[src/rtl/attention_stream_feeder.sv]
// Tile feeder for attention_core: replays host-loaded Q/K/V beats, captures result beats; readback 1-cycle latency.
// Send beats hold data under m_ready stall; s_ready drops once len results are taken; RUN aborts after TIMEOUT idle cycles.
module attention_stream_feeder #(
    parameter int DATA_WIDTH = 16,
    parameter int DEPTH      = 16,
    parameter int TIMEOUT    = 1024,
    localparam int AW        = $clog2(DEPTH)
) (
    input  logic                  clk,
    input  logic                  rst_n,
    input  logic                  cfg_wr_en,
    input  logic [1:0]            cfg_wr_sel,
    input  logic [AW-1:0]         cfg_wr_addr,
    input  logic [DATA_WIDTH-1:0] cfg_wr_data,
    input  logic                  start,
    input  logic [AW:0]           len,
    output logic                  busy,
    output logic                  done,
    output logic                  err,
    output logic                  m_valid,
    input  logic                  m_ready,
    output logic [DATA_WIDTH-1:0] m_q_data,
    output logic [DATA_WIDTH-1:0] m_k_data,
    output logic [DATA_WIDTH-1:0] m_v_data,
    input  logic                  s_valid,
    output logic                  s_ready,
    input  logic [DATA_WIDTH-1:0] s_data,
    input  logic [AW-1:0]         res_rd_addr,
    output logic [DATA_WIDTH-1:0] res_rd_data
);

    localparam int             IW        = $clog2(TIMEOUT + 1);
    localparam logic [AW:0]    DEPTH_C   = (AW + 1)'(DEPTH);
    localparam logic [IW-1:0]  TIMEOUT_C = IW'(TIMEOUT);

    typedef enum logic [1:0] {
        S_IDLE = 2'd0,
        S_RUN  = 2'd1,
        S_DONE = 2'd2
    } state_t;

    state_t r_state;
    state_t w_state_nxt;

    logic [DATA_WIDTH-1:0] r_q_mem   [DEPTH];
    logic [DATA_WIDTH-1:0] r_k_mem   [DEPTH];
    logic [DATA_WIDTH-1:0] r_v_mem   [DEPTH];
    logic [DATA_WIDTH-1:0] r_res_mem [DEPTH];

    logic [AW:0]           r_len;
    logic [AW:0]           r_send_cnt;
    logic [AW:0]           r_recv_cnt;
    logic [IW-1:0]         r_idle_cnt;
    logic                  r_m_valid;
    logic                  r_err;
    logic [DATA_WIDTH-1:0] r_res_rd_data;

    logic                  w_s_ready;
    logic                  w_send_fire;
    logic                  w_recv_fire;
    logic [AW:0]           w_send_nxt;
    logic [AW:0]           w_recv_nxt;
    logic [IW-1:0]         w_idle_nxt;
    logic                  w_len_ok;
    logic                  w_start_ok;
    logic                  w_start_bad;
    logic                  w_timeout;
    logic                  w_cfg_we;
    logic                  w_res_we;
    logic [AW-1:0]         w_send_idx;
    logic [AW-1:0]         w_recv_idx;

    assign w_s_ready   = (r_state == S_RUN) && (r_recv_cnt < r_len);
    assign w_send_fire = r_m_valid && m_ready;
    assign w_recv_fire = w_s_ready && s_valid;
    assign w_send_nxt  = r_send_cnt + {{AW{1'b0}}, w_send_fire};
    assign w_recv_nxt  = r_recv_cnt + {{AW{1'b0}}, w_recv_fire};
    assign w_idle_nxt  = (w_send_fire || w_recv_fire) ? '0 :
                         (r_idle_cnt == TIMEOUT_C)    ? r_idle_cnt :
                                                        r_idle_cnt + 1'b1;
    assign w_len_ok    = (len != '0) && (len <= DEPTH_C);
    assign w_send_idx  = r_send_cnt[AW-1:0];
    assign w_recv_idx  = r_recv_cnt[AW-1:0];
    assign w_cfg_we    = rst_n && cfg_wr_en && (r_state != S_RUN);
    assign w_res_we    = rst_n && w_recv_fire;

    always_ff @(posedge clk) begin
        if (!rst_n) begin
            r_state <= S_IDLE;
        end else begin
            r_state <= w_state_nxt;
        end
    end

    // Completion looks at post-handshake counts so DONE follows the final beat directly.
    always_comb begin
        w_state_nxt = r_state;
        w_start_ok  = 1'b0;
        w_start_bad = 1'b0;
        w_timeout   = 1'b0;
        case (r_state)
            S_IDLE: begin
                if (start) begin
                    if (w_len_ok) begin
                        w_state_nxt = S_RUN;
                        w_start_ok  = 1'b1;
                    end else begin
                        w_start_bad = 1'b1;
                    end
                end
            end
            S_RUN: begin
                if ((w_send_nxt == r_len) && (w_recv_nxt == r_len)) begin
                    w_state_nxt = S_DONE;
                end else if (w_idle_nxt == TIMEOUT_C) begin
                    w_state_nxt = S_DONE;
                    w_timeout   = 1'b1;
                end
            end
            S_DONE:  w_state_nxt = S_IDLE;
            default: w_state_nxt = S_IDLE;
        endcase
    end

    always_ff @(posedge clk) begin
        if (!rst_n) begin
            r_len         <= '0;
            r_send_cnt    <= '0;
            r_recv_cnt    <= '0;
            r_idle_cnt    <= '0;
            r_m_valid     <= 1'b0;
            r_err         <= 1'b0;
            r_res_rd_data <= '0;
        end else begin
            r_res_rd_data <= ({1'b0, res_rd_addr} < DEPTH_C) ? r_res_mem[res_rd_addr] : '0;
            if (w_start_ok) begin
                r_len      <= len;
                r_send_cnt <= '0;
                r_recv_cnt <= '0;
                r_idle_cnt <= '0;
                r_m_valid  <= 1'b1;
                r_err      <= 1'b0;
            end else if (r_state == S_RUN) begin
                r_send_cnt <= w_send_nxt;
                r_recv_cnt <= w_recv_nxt;
                r_idle_cnt <= w_idle_nxt;
                r_m_valid  <= !w_timeout && (w_send_nxt < r_len);
                if (w_timeout) begin
                    r_err <= 1'b1;
                end
            end else begin
                r_m_valid <= 1'b0;
            end
            if (w_start_bad) begin
                r_err <= 1'b1;
            end
        end
    end

    // Operand and result storage is deliberately left unreset.
    always_ff @(posedge clk) begin
        if (w_cfg_we) begin
            case (cfg_wr_sel)
                2'd0:    r_q_mem[cfg_wr_addr] <= cfg_wr_data;
                2'd1:    r_k_mem[cfg_wr_addr] <= cfg_wr_data;
                2'd2:    r_v_mem[cfg_wr_addr] <= cfg_wr_data;
                default: ;
            endcase
        end
        if (w_res_we) begin
            r_res_mem[w_recv_idx] <= s_data;
        end
    end

    assign busy        = (r_state == S_RUN);
    assign done        = (r_state == S_DONE);
    assign err         = r_err;
    assign m_valid     = r_m_valid;
    assign s_ready     = w_s_ready;
    assign m_q_data    = r_m_valid ? r_q_mem[w_send_idx] : '0;
    assign m_k_data    = r_m_valid ? r_k_mem[w_send_idx] : '0;
    assign m_v_data    = r_m_valid ? r_v_mem[w_send_idx] : '0;
    assign res_rd_data = r_res_rd_data;

endmodule

[config.mk]
export PLATFORM = sky130hd
export DESIGN_NAME = attention_stream_feeder
export DESIGN_NICKNAME = d
export VERILOG_FILES = /design/src/rtl/attention_stream_feeder.sv
export SDC_FILE = /design/constraint.sdc
export NUM_CORES = 1
export LEC_CHECK = 0
export BUFFER_PORTS_ARGS = -buffer_cell sky130_fd_sc_hd__buf_2
export CAP_MARGIN = 10
export CORE_ASPECT_RATIO = 1.25
export CORE_MARGIN = 4
export CORE_UTILIZATION = 50
export CTS_CLUSTER_SIZE = 12
export DETAILED_ROUTE_END_ITERATION = 12
export HOLD_SLACK_MARGIN = 0.1
export PLACE_DENSITY = 0.7
export SLEW_MARGIN = 20
export SYNTH_ARGS = -nofsm -noshare
export SYNTH_HDL_FRONTEND = slang
export SYNTH_SLANG_ARGS = --single-unit
[constraint.sdc]
create_clock -name clk -period 7 [get_ports clk]
set_input_delay 0.35 -clock clk [delete_from_list [all_inputs] [get_ports clk]]
set_output_delay 0.35 -clock clk [all_outputs]
set_load 0.01 [all_outputs]
# --- After elaboration in Yosys (flattened, before gate mapping) ---
# Memories as Yosys holds them, arrays and structs flattened. A register that Yosys moved wholly into a read port is not among the register bits.
# Index checks and enable logic that the tools add are counted.
totals:
  ramBits: 1024
  word_cells: 92
  output_inout_bits: 69
  regBits: 30
  mem_count: 4
  inputBits: 53
classes:
  n_mux: 42
  magnitude_cmp: 3
  bitwise_logic: 1
  eq_ne: 12
  addsub: 3
  reduce_logical: 20
mem_list:
  columns: ["memory", "words", "width", "rd", "rd_ports_with_merged_regs", "wr", "line_no", "text"]
  rows:
  - ["r_k_mem", 16, 16, 1, 1, 1, "46", "logic [DATA_WIDTH-1:0] r_k_mem [DEPTH];"]
  - ["r_q_mem", 16, 16, 1, 1, 1, "45", "logic [DATA_WIDTH-1:0] r_q_mem [DEPTH];"]
  - ["r_res_mem", 16, 16, 1, 1, 1, "48", "logic [DATA_WIDTH-1:0] r_res_mem [DEPTH];"]
  - ["r_v_mem", 16, 16, 1, 1, 1, "47", "logic [DATA_WIDTH-1:0] r_v_mem [DEPTH];"]
op_table:
  columns: ["cell", "count"]
  rows:
  - ["16-bit two-way mux", 3]
  - ["1-bit two-way mux", 26]
  - ["4-bit two-way mux", 6]
  - ["11-bit == test, second input constant", 2]
  - ["11-bit two-way mux", 2]
  - ["11-bit by 1-bit adder with 11-bit output, second input constant", 1]
  - ["5-bit by 1-bit adder with 5-bit output", 2]
  - ["5-bit == test", 2]
  - ["5-bit less-than comparator", 2]
  - ["1-bit logical AND", 9]
  - ["2-bit two-way mux", 4]
  - ["3-bit nonzero test", 2]
  - ["5-bit <= comparator, second input constant", 1]
  - ["5-bit nonzero test", 1]
  - ["2-bit by 1-bit == test with 1-bit output, second input constant", 2]
  - ["2-bit == test, second input constant", 2]
  - ["2-bit zero test", 2]
  - ["2-bit != test, second input constant", 2]
  - ["2-bit one-hot mux with 2 select lines", 1]
  - ["3-bit by 1-bit != test with 1-bit output, second input constant", 1]
  - ["3-bit AND reduction", 1]
  - ["1-bit zero test", 2]
  - ["2-bit by 1-bit != test with 1-bit output, second input constant", 1]
  - ["2-bit AND reduction", 1]
  - ["3 further kinds", 3]

# --- Depth between registers and ports, before layout ---
# Gate-level depths: netlist of run 1.
depth:
  word_depth: 13
  depth_mapped: 14
  mapped_depth_nobuf: 13

# --- Least setup slack after synthesis of run 1 ---
# OpenSTA, ideal clock, no wires.
synth_path:
  kind: "register to register"
  from: "register r_len[4]"
  to: "memory r_res_mem[0][0], enable pin"
  t_arrival_ns: 2.847
  path_buffers: 1
  period_less_slack_ns: 3.256
  setup_slack_ns: 3.744
  setup_time_ns: 0.409
  required_ns: 6.591
  stages_incl_launch_ff: 10
  path_cell_list: "dfxtp_1 > inv_1 > ha_1 > a21oi_1 > nand3_1 > a31oi_1 > buf_2 > nand2_1 > or3_1 > nor3_1"
synth_between:
  elab_chain_cells: 6
synth_rtl:
  columns: ["item", "line_no", "text"]
  rows:
  - ["start: declaration", "50", "logic [AW:0] r_len;"]
  - ["start signal: assignment", "137", "r_len <= len;"]
  - ["5-bit less-than comparator", "73", "assign w_s_ready = (r_state == S_RUN) && (r_recv_cnt < r_len);"]
  - ["1-bit logical AND", "73", null]
  - ["1-bit logical AND", "75", "assign w_recv_fire = w_s_ready && s_valid;"]
  - ["1-bit logical AND", "85", "assign w_res_we = rst_n && w_recv_fire;"]
  - ["1-bit two-way mux", "170", "if (w_res_we) begin"]
  - ["1-bit two-way mux (not written as such)", "171", "r_res_mem[w_recv_idx] <= s_data;"]
  - ["end: declaration", "48", null]
# Every way passes these cells.

==> out/results.tsv, run 1 <==
stage	metric	value	unit
worst_hold_path	Hold Path End	err$_SDFFE_PN0P_	
global_routing	gr usage total	0.2065	
timing	Setup Skew	0.03302	ns
worst_setup_path	R2R Setup Slk	3.12	ns
power	cell-internal power	10.08	mW
floorplanning	die area	0.08784	mm^2
placement	GPL Wtd Cong	0.7943	
floorplanning	Die W	265.9	um
power	logic gate share of total power	0.028	
floorplanning	Core ar.	0.08198	mm^2
final_layout	synthesis-to-finish area growth	13.00	%
worst_setup_path	crit path max-delay cell type	dfxtp_4	
clock_tree	# clock sinks	1074	
logic_synthesis	register area share after synthesis	0.7638	
worst_setup_path	crit path kind	reg -> out	
final_layout	share of cells above drive strength 1	0.3225	
worst_setup_path	slowest stage delay, CP	0.85	ns
timing	Final period util	0.6185	
final_layout	post-layout net count	2131	
timing	worst slew pin tran	1.291	ns
timing	endpoints failing setup	0	
power	cell area power density	267.8	mW/mm^2
logic_synthesis	Syn Inst Count	1849	
worst_setup_path	startpoint types	flop	
clock_tree	CTS tree	built	
worst_hold_path	Hold Crit Class	in -> reg	
global_routing	global-route wire length before repair	134.1	mm
global_routing	antenna violations before repair	5	
status	status	finished clean	
worst_setup_path	endpoint class of the critical path	output pin	
routing	drt via density	6.091	
worst_setup_path	crit path max fanout	84	
floorplanning	Initial Util	0.5071	
routing	initial drt markers	2098	
logic_synthesis	EDFF count, synth	1024	
power	P_sw	2.497	mW
logic_synthesis	Post-Syn Area per Cell	22.48	um^2
routing	total wire length	89.74	mm
timing	worst setup margin	2.670	ns
power	Sequential Power Share	0.562	
placement	hpwl dp	49.00	mm
floorplanning	# rows	117	
routing	DRC violations left	0	
global_routing	gr ovfl total	0	
clock_tree	Clk pin slew, worst setup/hold paths	0.06	ns
worst_hold_path	HP Start	start	
timing	minimum clock period	4.330	ns
clock_tree	CTS max path bufs	3	
global_routing	vias in the first global route	20400	
timing	Slew Viols, Final	0	
placement	Place WS	3.152	ns
clock_tree	post-cts sizing count	0	
logic_synthesis	Synth Flop Type	edfxtp_1	
worst_setup_path	Reg2Reg Launch Point	r_state[1]$_SDFFE_PN0P_	
logic_synthesis	synthesized flop and latch total	1074	
timing	RSZ-0062 raised after global routing	false	
clock_tree	total CTS buffers	104	
routing	Vias	19490	
clock_tree	Post-CTS Hold Fix Bufs	21	
power	Clock power frac	0.410	
floorplanning	IO Count	122	
logic_synthesis	distinct cell type count of the synthesized netlist	49	
global_routing	largest net degree at the start of global routing	172	
worst_setup_path	Reg2Reg Depth	7	
power	Switching Fraction	0.1985	
timing	f_max	231.0	MHz
worst_setup_path	Crit Reg-Reg Endpoint	r_res_mem[12][14]$_DFFE_PP_	
worst_hold_path	WHS Path Cells	4	
placement	port bufs	121	
clock_tree	# H-tree levels	3	
logic_synthesis	Yosys warning total	0	
clock_tree	setup bufs post-CTS	0	
clock_tree	Clock Tree Root	clkbuf_16	
routing	Detailed Routing Iterations Pass 1	7	
power	Static Leak	14.53	nW
timing	Fin Setup TNS	0	ns
timing	Final Hold Viols	0	
logic_synthesis	mapped cell area	0.04157	mm^2
clock_tree	clk_lat worst skew	0.67	ns
worst_setup_path	CP cell instances	buf_12 > buf_16 > mux4_1 > mux4_2 > and2_1 > buf_2	
worst_setup_path	WP data arrival	3.98	ns
floorplanning	Die Height	330.4	um
logic_synthesis	Async SR Flop Fraction	0	
power	Worst VDD drop	0.2288	mV
routing	WL/cell	28.05	um
flow_run	max cap viols	0	
worst_setup_path	CP required	6.65	ns
routing	ANT nets after route	0	
logic_synthesis	syn nets	1917	
timing	Rel. slew slack	0.1393	
## layer usage
| metal | vias to the layer above | wire length (um) | share of wire | GRT usage |
|---|---|---|---|---|
| li1 | 8141 | - | - | - |
| met2 | 725 | 47980 | 0.53 | 0.3649 |
| met3 | 141 | 5873 | 0.065 | 0.03551 |
| met5 | - | 30 | 0.00033 | 0 |
| met1 | 10470 | 34360 | 0.38 | 0.2727 |
| met4 | 6 | 1492 | 0.017 | 0.04639 |
## kinds of logic after synthesis
| group | Yosys count | synth area share |
|---|---|---|
| DFF | 1074 | 0.7638 |
| and+or+nand+nor | 264 | 0.03245 |
| muxes | 322 | 0.1743 |
| xor gates and xnor gates | 19 | 0.004003 |
| AOI/OAI and AO/OA | 48 | 0.006773 |
| adders and majority gates | 15 | 0.004515 |
| buffers and inverters | 107 | 0.01412 |
## through the flow
stage	total power, mW	hold WS, ns	cells	area (um^2)	util
floorplan	7.367	0.4489	1849	41570	-
global placement	7.538	0.4743	3006	43610	0.5320
detailed placement	7.552	0.4812	3006	43610	0.5320
CTS	12.71	0.1341	3197	46920	0.5724
global route	13.01	0.2070	3198	46970	0.5730
finish	12.58	0.1861	3199	46970	0.5730
## cell type report
type	count	area, um^2
clock buffer	155	2877
tap	1071	1340
inverter	12	45.04
fill	5844	35010
multi-input combinational	668	9400
antenna	1	2.502
clock inverter	15	222.7
timing repair buffer	203	1321
sequential	1074	31760
## worst max-delay path by stage
stage / to
after floorplan: r_res_mem[0][0]$_DFFE_PP_
after global placement: r_res_mem[12][1]$_DFFE_PP_
after detailed placement: r_res_mem[12][1]$_DFFE_PP_
final: m_v_data[7]
after CTS: m_k_data[5]
after global routing: m_v_data[7]
## layout by cell type (no fill, tap or decap), types with 13 or more instances in the layout
cell           netlist  routed
clkbuf_1            41      45
clkbuf_16            0     106
nor2_2               0      48
nand3_1             21      21
ha_1                15      15
nor2_1              75      23
buf_2               15     120
a21oi_1             25      25
dlygate4sd3_1        0      21
edfxtp_1          1024    1024
and2_1              65      65
nand2_1             41      41
nor2b_1             13      13
dfxtp_1             50      45
buf_4                0      59
mux4_2             315     315
## synth_stat cells (3+ instances only)
cell | count | area (um^2)
nor4_1 | 3 | 18.77
and2_1 | 65 | 406.6
nand3_1 | 21 | 105.1
ha_1 | 15 | 187.7
nand2_1 | 41 | 153.9
buf_6 | 20 | 225.2
a31oi_1 | 6 | 37.54
nand4_1 | 12 | 75.07
buf_2 | 15 | 75.07
o21ai_0 | 5 | 25.02
nand4b_1 | 3 | 26.28
nor2b_1 | 13 | 81.33
or4_1 | 4 | 30.03
xor2_1 | 10 | 87.58
or3_1 | 4 | 25.02
edfxtp_1 | 1024 | 30750
buf_1 | 18 | 67.56
nor3_1 | 13 | 65.06
xnor2_1 | 9 | 78.83
clkbuf_1 | 41 | 153.9
mux4_2 | 315 | 7094
a21oi_1 | 25 | 125.1
nor2_1 | 75 | 281.5
mux4_1 | 5 | 131.4
inv_1 | 11 | 41.29
nand2b_1 | 3 | 18.77
dfxtp_1 | 50 | 1001
## sequential cells by signal, indices dropped and copies added (netlist names), named ones only
signal,count
err,1
m_valid,1
r_idle_cnt,11
r_k_mem,256
r_len,5
r_q_mem,256
r_recv_cnt,5
r_res_mem,256
r_send_cnt,5
r_state,2
r_v_mem,256
res_rd_data,16
## power groups by stage
| stage | clock network (mW) | registers [mW] | logic [mW] |
|---|---|---|---|
| after floorplan | 0 | 7.20 | 0.166 |
| after CTS | 5.28 | 7.06 | 0.364 |
| after global routing | 5.56 | 7.06 | 0.389 |
| after global placement | 0 | 7.20 | 0.341 |
| final | 5.16 | 7.06 | 0.358 |
| after detailed placement | 0 | 7.20 | 0.353 |
## critical path, delay by kind of cell (launching register included)
family / cells / cell delay [ns]
buf+inv: 3 / 1.01
flops: 1 / 0.85
mux: 2 / 1.12
simple gates: 1 / 0.19
(Power assumes the default switching activity.)
==> run 2, diff against run 1 <==
--- a/config.mk
+++ b/config.mk
@@ -13,7 +13,7 @@
 export CTS_CLUSTER_SIZE = 12
 export DETAILED_ROUTE_END_ITERATION = 12
 export HOLD_SLACK_MARGIN = 0.1
-export PLACE_DENSITY = 0.7
+export PLACE_DENSITY = 0.73
 export SLEW_MARGIN = 20
 export SYNTH_ARGS = -nofsm -noshare
 export SYNTH_HDL_FRONTEND = slang
==> constraint.sdc (replaced) <==
create_clock -name clk -period 3.7 [get_ports clk]
set_input_delay 0.185 -clock clk [delete_from_list [all_inputs] [get_ports clk]]
set_output_delay 0.185 -clock clk [all_outputs]
set_load 0.01 [all_outputs]
==> out/results.tsv, run 2 (synthesis gave the netlist of run 1 again) <==
stage	metric	value	unit
status	status	finished clean	
timing	minimum clock period	3.273	ns
power	Worst VDD drop	0.4549	mV
floorplanning	IO Count	122	
clock_tree	# H-tree levels	3	
global_routing	global-route wire length before repair	135.3	mm
floorplanning	Initial Util	0.5071	
timing	Final Hold Viols	0	
worst_setup_path	endpoint class of the critical path	output pin	
routing	ANT nets after route	0	
final_layout	post-layout net count	2157	
timing	Setup Skew	0.05453	ns
clock_tree	CTS max path bufs	3	
routing	drt via density	6.120	
routing	Detailed Routing Iterations Pass 1	5	
worst_setup_path	WP data arrival	3.09	ns
worst_setup_path	R2R Setup Slk	0.63	ns
clock_tree	# clock sinks	1074	
timing	worst slew pin tran	1.012	ns
power	Power, Total	23.80	mW
clock_tree	Clk pin slew, worst setup/hold paths	0.06	ns
floorplanning	die area	0.08784	mm^2
clock_tree	Post-CTS Hold Fix Bufs	23	
routing	Vias	19750	
timing	Slew Viols, Final	0	
final_layout	post-route core utilization	0.5755	
timing	Final period util	0.8845	
final_layout	commonest non-fill, non-tap cells in the layout	edfxtp_1 (1024), mux4_2 (315), buf_2 (120)	
floorplanning	# rows	117	
global_routing	gr usage total	0.2090	
floorplanning	Die Height	330.4	um
timing	Rel. slew slack	0.3252	
global_routing	gr ovfl total	0	
timing	Fin Setup TNS	0	ns
clock_tree	Clock Tree Root	clkbuf_16	
global_routing	largest net degree at the start of global routing	53	
timing	endpoints failing setup	0	
worst_setup_path	CP required	3.51	ns
floorplanning	Core ar.	0.08198	mm^2
clock_tree	total CTS buffers	104	
flow_run	max cap viols	0	
clock_tree	CTS tree	built	
final_layout	share of cells above drive strength 1	0.3174	
global_routing	antenna violations before repair	5	
power	Static Leak	14.68	nW
timing	Hold WS	0.1646	ns
worst_setup_path	crit path max fanout	42	
worst_hold_path	Hold Crit Class	in -> reg	
clock_tree	setup bufs post-CTS	0	
floorplanning	Die W	265.9	um
placement	hpwl dp	49.78	mm
routing	total wire length	91.08	mm
routing	WL/cell	28.22	um
final_layout	Layout fillers	5769	
final_layout	synthesis-to-finish area growth	13.51	%
routing	DRC violations left	0	
clock_tree	post-cts sizing count	0	
final_layout	Post-Layout Cell Count	3227	
clock_tree	clk_lat worst skew	0.69	ns
global_routing	vias in the first global route	20630	
final_layout	commonest non-fill, non-tap cell in the layout	edfxtp_1	
power	cell area power density	504.4	mW/mm^2
placement	cell count after placement	3031	
placement	GPL Wtd Cong	0.8442	
placement	port bufs	121	
worst_setup_path	crit path kind	reg -> out	
worst_setup_path	startpoint types	flop	
timing	f_max	305.6	MHz
routing	initial drt markers	2150	
timing	RSZ-0062 raised after global routing	false	
[run 2: cell count changes in the layout (fill, tap and decap cells not counted), sizes merged]
cell         change
inv              -3
clkbuf           -1
buf             +24
dlygate4sd3      +2
clkinv           +5
clkinvlp         +1
[run 2: worst max-delay path, stage by stage (launching register included)]
cell and delay (ns):
dfxtp_4 0.75, buf_12 0.36, mux4_2 0.35, mux4_2 0.49, and2_1 0.26, buf_2 0.18
[run 2: worst paths after layout]
path	start	end	cells past startpoint
hold / removal	m_ready	r_idle_cnt[2]$_SDFFE_PP0P_	5
setup reg to reg	r_len[4]$_SDFFE_PN0P_	m_valid$_SDFF_PN0_	14
hold reg to reg	r_send_cnt[0]$_SDFFE_PP0P_	flop	2
setup / recovery	flop	m_k_data[1]	5
[run 2: area by class of cell]
| class | count | area [um^2] | area share |
|---|---|---|---|
| flip-flops and latches | 1074 | 31760 | 0.6732 |
| multi-input cells | 668 | 9315 | 0.1974 |
| clock buffers | 154 | 2863 | 0.06067 |
| repair buffers | 229 | 1627 | 0.03447 |
| well taps | 1071 | 1340 | 0.02840 |
| clock inverters | 18 | 226.5 | 0.004800 |
| inverters | 12 | 45.04 | 0.0009547 |
| diodes | 1 | 2.502 | 0.00005304 |
[run 2: stage by stage]
stage	area (um^2)	worst slack (ns)
3_5_place_dp	43860	0.7007
4_1_cts	47180	0.3258
5_1_grt	47180	0.2596
2_1_floorplan	41570	0.4441
6_report	47180	0.4274
3_3_place_gp	43860	0.7539
[run 2: where the power goes]
part / switching [mW] / internal (mW)
combinational: 0.438 / 0.242
clock: 4.29 / 5.47
sequential: 0.0190 / 13.3
[run 2: routing by layer]
layer  track usage  vias to the layer above  share of wire
met5             0                        -        0.00038
met4       0.05759                        6          0.022
met3       0.03863                      152          0.068
met2        0.3716                      852           0.54
met1        0.2670                    10530           0.37
li1              -                     8205              -
==> run 3, diff against run 2 <==
--- a/config.mk
+++ b/config.mk
@@ -5,6 +5,7 @@
 export SDC_FILE = /design/constraint.sdc
 export NUM_CORES = 1
 export LEC_CHECK = 0
+export ABC_AREA = 1
 export BUFFER_PORTS_ARGS = -buffer_cell sky130_fd_sc_hd__buf_2
 export CAP_MARGIN = 10
 export CORE_ASPECT_RATIO = 1.25
==> out/results.tsv, run 3 <==
stage	metric	value	unit
logic_synthesis	Synth area leaders	edfxtp_1 (73%), o21ai_0 (6.0%), nor2_1 (5.4%)	
global_routing	gr ovfl total	0	
power	Worst VDD drop	0.4309	mV
placement	port bufs	121	
floorplanning	IO Count	122	
floorplanning	Die Height	333.2	um
clock_tree	Clock Tree Root	clkbuf_16	
power	Static Leak	15.37	nW
worst_setup_path	slowest stage delay, CP	0.57	ns
logic_synthesis	mapped cell area	0.04229	mm^2
logic_synthesis	syn nets	3200	
routing	drt via density	6.078	
logic_synthesis	Synth top area share	0.7271	
routing	ANT nets after route	0	
final_layout	Register Area	0.03176	mm^2
timing	Final Hold Viols	0	
timing	Setup Skew	0.02136	ns
floorplanning	Initial Util	0.5027	
clock_tree	total CTS buffers	104	
timing	f_max	302.3	MHz
timing	Slew Viols, Final	0	
worst_setup_path	CP required	3.51	ns
routing	DRC violations left	0	
global_routing	largest net degree at the start of global routing	100	
placement	GPL Wtd Cong	0.8142	
clock_tree	clk_lat worst skew	0.67	ns
logic_synthesis	top cells by count, synth	edfxtp_1 (1024), nor2_1 (611), o21ai_0 (509), o221ai_1 (185), clkbuf_1 (141)	
logic_synthesis	Yosys warning total	0	
timing	RSZ-0062 raised after global routing	false	
worst_setup_path	crit path max-delay cell type	inv_6	
clock_tree	# H-tree levels	3	
floorplanning	# rows	119	
power	cell area power density	505.1	mW/mm^2
clock_tree	post-cts sizing count	0	
worst_hold_path	Hold Crit Class	in -> reg	
timing	worst slew pin tran	1.105	ns
final_layout	commonest non-fill, non-tap cells in the layout	edfxtp_1 (1024), nor2_1 (562), o21ai_0 (509)	
logic_synthesis	Post-Syn Area per Cell	13.50	um^2
status	status	finished clean	
clock_tree	Clk pin slew, worst setup/hold paths	0.06	ns
floorplanning	Core ar.	0.08412	mm^2
timing	Rel. slew slack	0.2631	
final_layout	post-layout net count	3344	
logic_synthesis	Async SR Flop Fraction	0	
timing	Fin Setup TNS	0	ns
logic_synthesis	Synth Flop Type	edfxtp_1	
logic_synthesis	EDFF count, synth	1024	
power	Power, Total	24.08	mW
final_layout	share of cells above drive strength 1	0.1291	
logic_synthesis	distinct cell type count of the synthesized netlist	40	
global_routing	global-route wire length before repair	155.2	mm
routing	initial drt markers	3024	
routing	Detailed Routing Iterations Pass 1	7	
routing	Vias	26950	
worst_setup_path	Worst Path Buf+Inv	3	
global_routing	vias in the first global route	26130	
timing	endpoints failing setup	0	
worst_setup_path	CP cell instances	inv_6 > buf_4 > o21ai_0 > o22ai_1 > o211ai_1 > a21oi_1 > buf_2	
final_layout	commonest non-fill, non-tap cell in the layout	edfxtp_1	
worst_setup_path	kind of cell adding the most delay to the critical path	buffers and inverters	
clock_tree	CTS max path bufs	3	
worst_setup_path	stages on the worst setup path	7	
worst_setup_path	crit path kind	reg -> out	
logic_synthesis	Synth area leader	edfxtp_1	
logic_synthesis	Syn Inst Count	3132	
global_routing	antenna violations before repair	3	
floorplanning	Die W	268.1	um
worst_setup_path	startpoint types	flop	
worst_setup_path	Reg2Reg Depth	9	
final_layout	area of the multi-input gates	0.009376	mm^2
floorplanning	die area	0.08932	mm^2
flow_run	max cap viols	0	
timing	minimum clock period	3.308	ns
clock_tree	CTS tree	built	
clock_tree	# clock sinks	1074	
placement	hpwl dp	58.59	mm
timing	Final period util	0.8941	
worst_setup_path	crit path max fanout	95	
routing	WL/cell	23.34	um
logic_synthesis	register area share after synthesis	0.7508	
logic_synthesis	cell with the most instances after synthesis	edfxtp_1	
final_layout	Layout fillers	6427	
worst_setup_path	endpoint class of the critical path	output pin	
logic_synthesis	synthesized flop and latch total	1074	
worst_hold_path	WHS Path Cells	1	
final_layout	synthesis-to-finish area growth	12.73	%
global_routing	gr usage total	0.2260	
routing	total wire length	103.5	mm
worst_setup_path	WP data arrival	3.12	ns
==> run 3: cell count changes after synthesis, moves of 31 or more <==
cell	delta
a21oi_1	+70
clkbuf_1	+100
nor2_1	+536
and2_1	-65
nand3_1	+60
o22ai_1	+72
o211ai_1	+72
o221ai_1	+185
nand2_1	+47
inv_1	+31
mux4_2	-315
o21ai_0	+504
==> run 3: worst register-to-register path, cell delays in order, from the launching register on <==
cell	delay, ns
dfxtp_1	0.35
inv_1	0.09
ha_1	0.31
nand2_1	0.09
inv_1	0.04
nand2_1	0.11
nand4_4	0.19
nor2_1	0.26
nand3_1	0.24
nor2_2	0.73
==> run 3: repair_timing <==
action	4_1_cts	5_1_grt
setup buffers	0	0
hold buffers	32	0
endpoints found under the hold margin	283	0
==> run 3: area by class of cell <==
class                           count  area share
Clock buffer                      157     0.06010
Tap cell                         1089     0.02858
Timing Repair Buffer              263     0.03889
Clock inverter                     18    0.005118
Antenna cell                        1  0.00005249
Multi-Input combinational cell   1783      0.1967
Inverter                           50    0.004330
Sequential cell                  1074      0.6662
==> run 3: worst paths after layout <==
check,start,endpoint,slack [ns]
hold / removal,cfg_wr_data[14],r_v_mem[1][14]$_DFFE_PP_,0.19
setup reg to reg,r_len[4]$_SDFFE_PN0P_,r_res_mem[15][8]$_DFFE_PP_,0.91
hold reg to reg,r_send_cnt[4]$_SDFFE_PP0P_,r_send_cnt[4]$_SDFFE_PP0P_,0.48
setup / recovery,flop,m_v_data[12],0.39
==> run 3: per-stage QoR <==
step / setup WS (ns) / utilization / cells / hold slack [ns] / cell area [um^2]
after detailed placement: 0.9079 / 0.5259 / 4227 / 0.4700 / 44240
after CTS: 0.3605 / 0.5667 / 4434 / 0.1595 / 47670
final: 0.3918 / 0.5667 / 4435 / 0.1876 / 47670
after floorplan: 1.185 / - / 3132 / 0.2839 / 42290
after global routing: 0.1782 / 0.5667 / 4434 / 0.2234 / 47670
after global placement: 0.9667 / 0.5259 / 4227 / 0.4605 / 44240
==> run 3: logic make-up after synthesis <==
| group | after synthesis | share of synthesized area |
|---|---|---|
| flops | 1074 | 0.7508 |
| compound gates | 954 | 0.1361 |
| simple gates | 801 | 0.07562 |
| buf+inv | 275 | 0.03039 |
| fa+ha+maj | 15 | 0.004438 |
| xor+xnor | 13 | 0.002692 |
==> run 3: per-layer routing <==
layer  GRT usage  up-vias  part of all wire
li1            -    12150                 -
met1      0.2915    13330              0.38
met2      0.3918     1269              0.50
met3     0.03114      197             0.078
met4     0.08310        4             0.032
met5           0        -           0.00026
==> run 3: report_power, final <==
part	internal, mW	switching [mW]
combinational	0.212	0.621
clock	5.60	4.27
sequential	13.4	0.0284
total	19.2	4.92
